`src/rtl/snn_seq_ctrl_if.sv`:
```
// -----------------------------------------------------------------------------
// snn_seq_ctrl_if
// Bundle of every non-clock signal around the SNN sequencer: UART RX byte
// hand-off, input-unit RAM port, snn_core start/done, UART TX request and the
// status/debug outputs.
//
// Handshakes:
//   rx_rdy/clr_rx_rdy : rx_rdy is a level "byte available"; the sequencer
//                       consumes the byte by pulsing clr_rx_rdy for one cycle
//                       in the cycle it samples rx_data.
//   core_start/done   : one-cycle start pulse, one-cycle done pulse with
//                       core_digit valid in the done cycle.
//   tx_start/tx_done  : one-cycle request with tx_data stable, one-cycle done.
//
// master = sequencer side, slave = environment (UART, RAM, core).
// -----------------------------------------------------------------------------
interface snn_seq_ctrl_if;
  logic       rx_rdy;
  logic [7:0] rx_data;
  logic       clr_rx_rdy;
  logic [9:0] ram_addr;
  logic       ram_data;
  logic       ram_we;
  logic [9:0] core_addr;
  logic       core_start;
  logic       core_done;
  logic [3:0] core_digit;
  logic       tx_start;
  logic [7:0] tx_data;
  logic       tx_done;
  logic [3:0] digit;
  logic       busy;
  logic [2:0] state_dbg;

  modport master (
    input  rx_rdy, rx_data, core_addr, core_done, core_digit, tx_done,
    output clr_rx_rdy, ram_addr, ram_data, ram_we, core_start,
           tx_start, tx_data, digit, busy, state_dbg
  );

  modport slave (
    output rx_rdy, rx_data, core_addr, core_done, core_digit, tx_done,
    input  clr_rx_rdy, ram_addr, ram_data, ram_we, core_start,
           tx_start, tx_data, digit, busy, state_dbg
  );
endinterface

```
`src/rtl/snn_seq_ctrl.sv`:
```
// -----------------------------------------------------------------------------
// snn_seq_ctrl
// Top-level sequencer for the SNN digit classifier. Receives a binary image as
// NUM_BITS/8 UART bytes, unpacks each byte LSB first into the 1-bit input-unit
// RAM, starts snn_core, lends the RAM address port to the core while it runs,
// then sends the recognised digit back over UART as ASCII.
//
// Ports:
//   clk    : system clock, posedge
//   rst_n  : asynchronous active-low reset
//   bus    : snn_seq_ctrl_if.master (RX byte, RAM port, core start/done,
//            TX request, digit/busy status, state_dbg = FSM state encoding)
// -----------------------------------------------------------------------------
module snn_seq_ctrl #(
  parameter int         NUM_BITS   = 784,
  parameter logic [7:0] ASCII_BASE = 8'h30
) (
  input logic            clk,
  input logic            rst_n,
  snn_seq_ctrl_if.master bus
);

  typedef enum logic [2:0] {
    LOAD_WAIT = 3'd0,
    UNPACK    = 3'd1,
    START     = 3'd2,
    RUN       = 3'd3,
    SEND      = 3'd4,
    WAIT_TX   = 3'd5
  } state_t;

  localparam logic [9:0] LAST_ADDR = 10'(NUM_BITS - 1);

  state_t     state;
  state_t     state_nxt;
  logic [9:0] wptr;
  logic [7:0] shreg;
  logic [2:0] bcnt;
  logic [3:0] digit_q;

  // State register
  always_ff @(posedge clk or negedge rst_n) begin
    if (!rst_n) begin
      state <= LOAD_WAIT;
    end else begin
      state <= state_nxt;
    end
  end

  // Next-state logic. Events that do not belong to the current state are
  // simply not looked at, so a pending RX byte waits for LOAD_WAIT.
  always_comb begin
    state_nxt = state;
    case (state)
      LOAD_WAIT: if (bus.rx_rdy) state_nxt = UNPACK;
      UNPACK: begin
        if (bcnt == 3'd7) begin
          state_nxt = (wptr == LAST_ADDR) ? START : LOAD_WAIT;
        end
      end
      START:     state_nxt = RUN;
      RUN:       if (bus.core_done) state_nxt = SEND;
      SEND:      state_nxt = WAIT_TX;
      WAIT_TX:   if (bus.tx_done) state_nxt = LOAD_WAIT;
      default:   state_nxt = LOAD_WAIT;
    endcase
  end

  // Datapath registers: byte shifter, write pointer, bit counter, result.
  always_ff @(posedge clk or negedge rst_n) begin
    if (!rst_n) begin
      wptr    <= '0;
      shreg   <= '0;
      bcnt    <= '0;
      digit_q <= '0;
    end else begin
      case (state)
        LOAD_WAIT: begin
          if (bus.rx_rdy) begin
            shreg <= bus.rx_data;
            bcnt  <= '0;
          end
        end
        UNPACK: begin
          shreg <= {1'b0, shreg[7:1]};
          wptr  <= wptr + 10'd1;
          bcnt  <= bcnt + 3'd1;
        end
        RUN: begin
          if (bus.core_done) digit_q <= bus.core_digit;
        end
        WAIT_TX: begin
          // Rewind so the next image is written from address 0.
          if (bus.tx_done) wptr <= '0;
        end
        default: ;
      endcase
    end
  end

  // Output logic. The RAM address is owned by the core only during RUN.
  always_comb begin
    bus.clr_rx_rdy = 1'b0;
    bus.ram_addr   = wptr;
    bus.ram_data   = 1'b0;
    bus.ram_we     = 1'b0;
    bus.core_start = 1'b0;
    bus.tx_start   = 1'b0;
    bus.busy       = 1'b1;
    case (state)
      LOAD_WAIT: begin
        bus.busy       = 1'b0;
        bus.clr_rx_rdy = bus.rx_rdy;
      end
      UNPACK: begin
        bus.ram_we   = 1'b1;
        bus.ram_data = shreg[0];
      end
      START:   bus.core_start = 1'b1;
      RUN:     bus.ram_addr   = bus.core_addr;
      SEND:    bus.tx_start   = 1'b1;
      default: ;
    endcase
  end

  assign bus.tx_data   = ASCII_BASE + {4'h0, digit_q};
  assign bus.digit     = digit_q;
  assign bus.state_dbg = state;

endmodule

```
`src/flat_wrapper.sv`:
```
// flat-port wrapper written by rule: the top's interface ports become plain ports
module snn_seq_ctrl_flat 
#(
  parameter int         NUM_BITS   = 784,
  parameter logic [7:0] ASCII_BASE = 8'h30
)
  (clk, rst_n, bus_rx_rdy, bus_rx_data, bus_core_addr, bus_core_done, bus_core_digit, bus_tx_done, bus_clr_rx_rdy, bus_ram_addr, bus_ram_data, bus_ram_we, bus_core_start, bus_tx_start, bus_tx_data, bus_digit, bus_busy, bus_state_dbg);
  snn_seq_ctrl_if bus_i ();
  input logic clk;
  input logic rst_n;
  input wire logic [$bits(bus_i.rx_rdy)-1:0] bus_rx_rdy;
  input wire logic [$bits(bus_i.rx_data)-1:0] bus_rx_data;
  input wire logic [$bits(bus_i.core_addr)-1:0] bus_core_addr;
  input wire logic [$bits(bus_i.core_done)-1:0] bus_core_done;
  input wire logic [$bits(bus_i.core_digit)-1:0] bus_core_digit;
  input wire logic [$bits(bus_i.tx_done)-1:0] bus_tx_done;
  output wire logic [$bits(bus_i.clr_rx_rdy)-1:0] bus_clr_rx_rdy;
  output wire logic [$bits(bus_i.ram_addr)-1:0] bus_ram_addr;
  output wire logic [$bits(bus_i.ram_data)-1:0] bus_ram_data;
  output wire logic [$bits(bus_i.ram_we)-1:0] bus_ram_we;
  output wire logic [$bits(bus_i.core_start)-1:0] bus_core_start;
  output wire logic [$bits(bus_i.tx_start)-1:0] bus_tx_start;
  output wire logic [$bits(bus_i.tx_data)-1:0] bus_tx_data;
  output wire logic [$bits(bus_i.digit)-1:0] bus_digit;
  output wire logic [$bits(bus_i.busy)-1:0] bus_busy;
  output wire logic [$bits(bus_i.state_dbg)-1:0] bus_state_dbg;
  assign bus_i.rx_rdy = bus_rx_rdy;
  assign bus_i.rx_data = bus_rx_data;
  assign bus_i.core_addr = bus_core_addr;
  assign bus_i.core_done = bus_core_done;
  assign bus_i.core_digit = bus_core_digit;
  assign bus_i.tx_done = bus_tx_done;
  assign bus_clr_rx_rdy = bus_i.clr_rx_rdy;
  assign bus_ram_addr = bus_i.ram_addr;
  assign bus_ram_data = bus_i.ram_data;
  assign bus_ram_we = bus_i.ram_we;
  assign bus_core_start = bus_i.core_start;
  assign bus_tx_start = bus_i.tx_start;
  assign bus_tx_data = bus_i.tx_data;
  assign bus_digit = bus_i.digit;
  assign bus_busy = bus_i.busy;
  assign bus_state_dbg = bus_i.state_dbg;
  snn_seq_ctrl #(.NUM_BITS(NUM_BITS), .ASCII_BASE(ASCII_BASE)) u_core (.clk(clk), .rst_n(rst_n), .bus(bus_i));
endmodule
```
`config.mk`:
```
export PLATFORM = sky130hd
export DESIGN_NAME = snn_seq_ctrl_flat
export DESIGN_NICKNAME = d
export VERILOG_FILES = /design/src/rtl/snn_seq_ctrl_if.sv /design/src/rtl/snn_seq_ctrl.sv /design/src/flat_wrapper.sv
export SDC_FILE = /design/constraint.sdc
export NUM_CORES = 1
export LEC_CHECK = 0
export CAP_MARGIN = 20
export CELL_PAD_IN_SITES_DETAIL_PLACEMENT = 1
export CELL_PAD_IN_SITES_GLOBAL_PLACEMENT = 1
export CORE_MARGIN = 4
export CORE_UTILIZATION = 29
export DETAILED_ROUTE_END_ITERATION = 16
export PLACE_DENSITY_LB_ADDON = 0.15
export SETUP_SLACK_MARGIN = 0.5
export SLEW_MARGIN = 10
export SYNTH_ARGS = -nofsm -noshare
export SYNTH_HDL_FRONTEND = slang
export SYNTH_SLANG_ARGS = --single-unit
```
`constraint.sdc`:
```
create_clock -name clk -period 1.7 [get_ports clk]
set_clock_uncertainty 0.05 [all_clocks]
set_input_delay 0.34 -clock clk [delete_from_list [all_inputs] [get_ports clk]]
set_output_delay 0.34 -clock clk [all_outputs]
set_load 0.01 [all_outputs]
```
# Yosys cells after proc, flatten, opt, wreduce, memory -nomap -nowiden
# Cells that the tools add are included.
# classes
eq_ne,11
n_mux,19
n_reduce_logical,7
add_sub_neg,3
# ops
cell,n
10-bit 2-to-1 mux,2
10-bit one-hot mux with 2 select lines,1
3-bit one-hot mux with 6 select lines,1
8-bit one-hot mux with 2 select lines,1
3-bit 2-to-1 mux,5
"10-bit by 1-bit adder with 10-bit output, second input constant",1
"10-bit == test, second input constant",1
"3-bit == test, second input constant",3
8-bit 2-to-1 mux,1
"6-bit by 4-bit adder with 7-bit output, first input constant",1
"3-bit by 2-bit == test with 1-bit output, second input constant",2
1-bit 2-to-1 mux,6
"2-bit != test, second input constant",3
3-bit one-hot mux with 2 select lines,1
2-bit AND reduction,3
4-bit AND reduction,1
2-bit nonzero test,2
"3-bit by 1-bit adder with 3-bit output, second input constant",1
"3-bit by 1-bit == test with 1-bit output, second input constant",1
3-bit zero test,1
2-bit 2-to-1 mux,1
"2-bit by 1-bit != test with 1-bit output, second input constant",1
# word_totals
word_cells,45
input_bits,27
regBits,28
output_inout_bits,31

# Longest topological paths before layout
# depth
word_depth,4
ltp_mapped,6
mapped_depth_nobuf,5

# Worst setup path before layout
# Ideal clock, no wire load.
# synth_timing
kind,register to output
from,"register u_core.state[1], in the netlist u_core.bus.state_dbg[1]"
to,output port bus_ram_data
path_buffers,2
t_arrival_ps,1405
slack_ps,-95
path_stages_with_launch,6
required_time_ps,1310
path_cell_list,dfrtp_1 -> or3b_1 -> clkbuf_2 -> inv_1 -> buf_2 -> and2_1
# synth_via
elab_chain_len,2
# synth_rtl
element,line,text
start: declaration,snn_seq_ctrl.sv:34,state_t state;
start signal: assignment,snn_seq_ctrl.sv:46,state <= state_nxt;
3-bit by 1-bit == test with 1-bit output,snn_seq_ctrl.sv:110,case (state)
1-bit 2-to-1 mux,snn_seq_ctrl.sv:110,
end: declaration,flat_wrapper.sv:19,output wire logic [$bits(bus_i.ram_data)-1:0] bus_ram_data;
# No other way between the ends.

# Worst setup path in the final report
# layout_timing
from,"register u_core.state[2], in the netlist u_core.bus.state_dbg[2]"
to,output port bus_ram_addr[6]
# layout_via
elab_chain_len,2
# layout_rtl
element,line,text
3-bit by 2-bit == test with 1-bit output,snn_seq_ctrl.sv:110,
10-bit 2-to-1 mux,snn_seq_ctrl.sv:110,
end: declaration,flat_wrapper.sv:18,output wire logic [$bits(bus_i.ram_addr)-1:0] bus_ram_addr;
# No other way between the ends.

==> results.md <==
- Placed insts: 302
- Top Usage Layer GRT: met2
- Clk Tree Root Cell: clkbuf_8
- TritonCTS clock tree: built
- Std-Cell Rows: 26
- Die height: 82.1 microns
- # DRC: 0
- Final WL: 6.44 mm
- Clock Pin Slew Worst Setup and Hold Paths: 100 ps
- Met2 usage: 31.7%
- VDD IR max: 623 uV
- Ys flop type: dfrtp_1
- Area delta synth->final: 92.5%
- Synth warn: 0
- Final hold violation count: 0
- Grt met1 use: 22.8%
- Post-synthesis cell type count: 39
- Setup slack at placement: -666 ps
- Worst Setup Start Kind: register
- Worst Hold Class: input pin to async pin
- Non-filler cells, final: 335
- Final setup viols: 20
- R2R Setup Slk: -90 ps
- CTS max path bufs: 2
- Vias/cell: 5.21
- Final period utilization: 114%
- MaxCap Viol Count: 0
- Post-CTS Hold Fix Bufs: 0
- Min Tclk post-route: 1930 ps
- Post-DRT Antenna Nets: 0
- Synth top area share: 44.0%
- Sequential area share after synthesis: 44.0%
- Synth top area cells: dfrtp_1, mux2_2, nand2_1, nand3_1, buf_4
- RSZ-0062 raised after global routing: true
- Status: finished, violations left
- Aggregate global routing overflow: 0
- Overall Global Routing Usage: 18.2%
- Crit. Startpoint: u_core.bus.state_dbg[2]
- Synthesized area per cell: 9.31 sq um
- Boundary Pins: 58
- Leakage power: 1.38 nW
- PD cells: 1480 nW/um^2
- Die area: 6740 sq um
- Fin area: 3060 sq um
- # port buffers: 53
- Proportion of layout cells with a drive suffix above 1: 57.0%
- Global-route wire length before repair: 9.47 mm
- Diode count: 0
- Area leader, netlist: dfrtp_1
- Vias in the first global route: 1850
- Flops & latches, synth: 28
- Final HPWL DP: 3.80 mm
- TritonCTS Sinks: 28
- Clock Latency Late Sink: 280 ps
- Initial DRT Pass Iterations: 4
- FF-to-FF Start: u_core.bus.state_dbg[1]
- Layout Utilization: 58.9%
- DR vias: 1745
- Die Width: 82.1 microns
- Initial drt markers: 91
- Syn Std Cell Area: 1590 sq um
- Final Wtd Congestion: 0.858
- TritonCTS Buffers: 3
- Initial Utilization: 30.6%
- Wire per inst: 19.2 microns
- Data required, critical path: 1310 ps
- H-tree levels: 1
- Number of synthesized flops with an enable pin: 0
- Fmax achieved: 518 MHz
- Largest net degree at the start of global routing: 29
- Setup crit end kind: output port
- Post-synthesis cell count: 171
- Area after DPL: 2350 sq um
- Worst-path maximum fanout: 5
- Core area: 5200 sq um
- Met3 Use GR: 3.73%
- Setup Crit Path Kind: register to output port
- Max-slew violation count: 0
- Final worst slack: -231 ps
- Initial antenna violation count: 0
- Critical Path AT: 1540 ps
- Async set-reset flop share out of synthesis: 100%
- Failing checks: setup timing
- Fin nets: 296
-- worst max-delay path, cell delays in order, from the launching register on --
cell and delay (ps):
dfrtp_2 450, buf_6 140, inv_8 60, nand3_4 130
mux2_4 340, buf_6 130
-- path summary, 6_finish.rpt --
check / to / cells past startpoint
worst max-delay path: bus_ram_addr[6] / 5
worst min-delay path: u_core.shreg[0] / 2
worst max register to register: u_core.bus.state_dbg[1] / 5
worst min register to register: u_core.shreg[3] / 2
max in group asynchronous: u_core.wptr[0] / 2
min in group clk: u_core.shreg[3] / 2
-- area by class of cell --
cell class	instances	area (sq um)
fillers	561	2140
multi-input cells	124	1110
repair buffers	105	1070
flip-flops and latches	28	704
well taps	70	87.6
clock buffers	4	55.1
inverters	4	30.0
-- per-stage QoR --
stage / hold slack (ps) / power, mW / TNS [ps]
floorplan: -5.59 / 2.15 / 0
CTS: 405 / 4.07 / -2400
global route: 393 / 4.86 / -4660
global placement: 406 / 2.86 / -6000
detailed placement: 438 / 2.97 / -7060
finish: 378 / 4.54 / -2860
-- logic make-up after synthesis --
group	count (synthesis)	synth area share, %
and+or+nand+nor	68	21.3
AOI/OAI and AO/OA	31	12.5
DFF	28	44.0
buffers and inverters	22	7.47
muxes	17	11.9
adders and majority gates	3	2.36
other	2	0.472
-- placed cells by master, fill, tap and decap left out, types with 2 or more instances in the layout --
master	count
mux2_2	6
o21ai_0	3
buf_16	2
a21oi_2	3
o31ai_1	2
conb_1	4
buf_4	24
o22ai_2	3
buf_6	38
o21ai_1	3
clkdlybuf4s50_1	25
dfrtp_1	25
nand3_1	2
mux2i_1	2
dfrtp_2	3
a31oi_1	6
nor2_1	3
nor3_1	3
ha_4	2
clkbuf_8	4
nor2_4	2
nand3_4	4
nand4_1	3
nand3_2	11
buf_8	4
nand2_2	2
and3_1	2
mux2_4	9
buf_2	9
or4_4	2
nand2_1	22
-- registers in the layout, indices dropped and copies added (netlist names) --
| name | cells |
|---|---|
| u_core.wptr | 10 |
| u_core.bus.state_dbg | 3 |
| u_core.bus.digit | 4 |
| u_core.bcnt | 3 |
| u_core.shreg | 8 |
-- power by group --
group / leakage [nW] / internal [mW] / switching (mW)
clock network: 0.0288 / 0.208 / 0.224
logic: 1.01 / 1.60 / 1.33
registers: 0.348 / 0.914 / 0.266
-- repair_timing --
item,CTS,global route
setup endpoints to repair,55,55
pin swaps,24,24
buffers inserted,13,12
gates resized for setup,199,32
cloned,3,1
-- cell usage after synthesis (4+ instances only) --
master / instances
dfrtp_1: 28
nand2_1: 24
nand3_1: 16
mux2_2: 15
buf_4: 8
o21ai_0: 8
a31oi_1: 7
nor2_1: 6
buf_2: 4
clkbuf_1: 4
nor3_1: 4
-- routing by layer --
layer	wire length, microns	vias up	part of all wire (%)
met5	0	-	0
met4	85	0	1.3
met1	2620	881	41
met3	297	10	4.6
li1	-	803	-
met2	3440	51	53
Note: power is estimated with default switching activity, not from simulation.
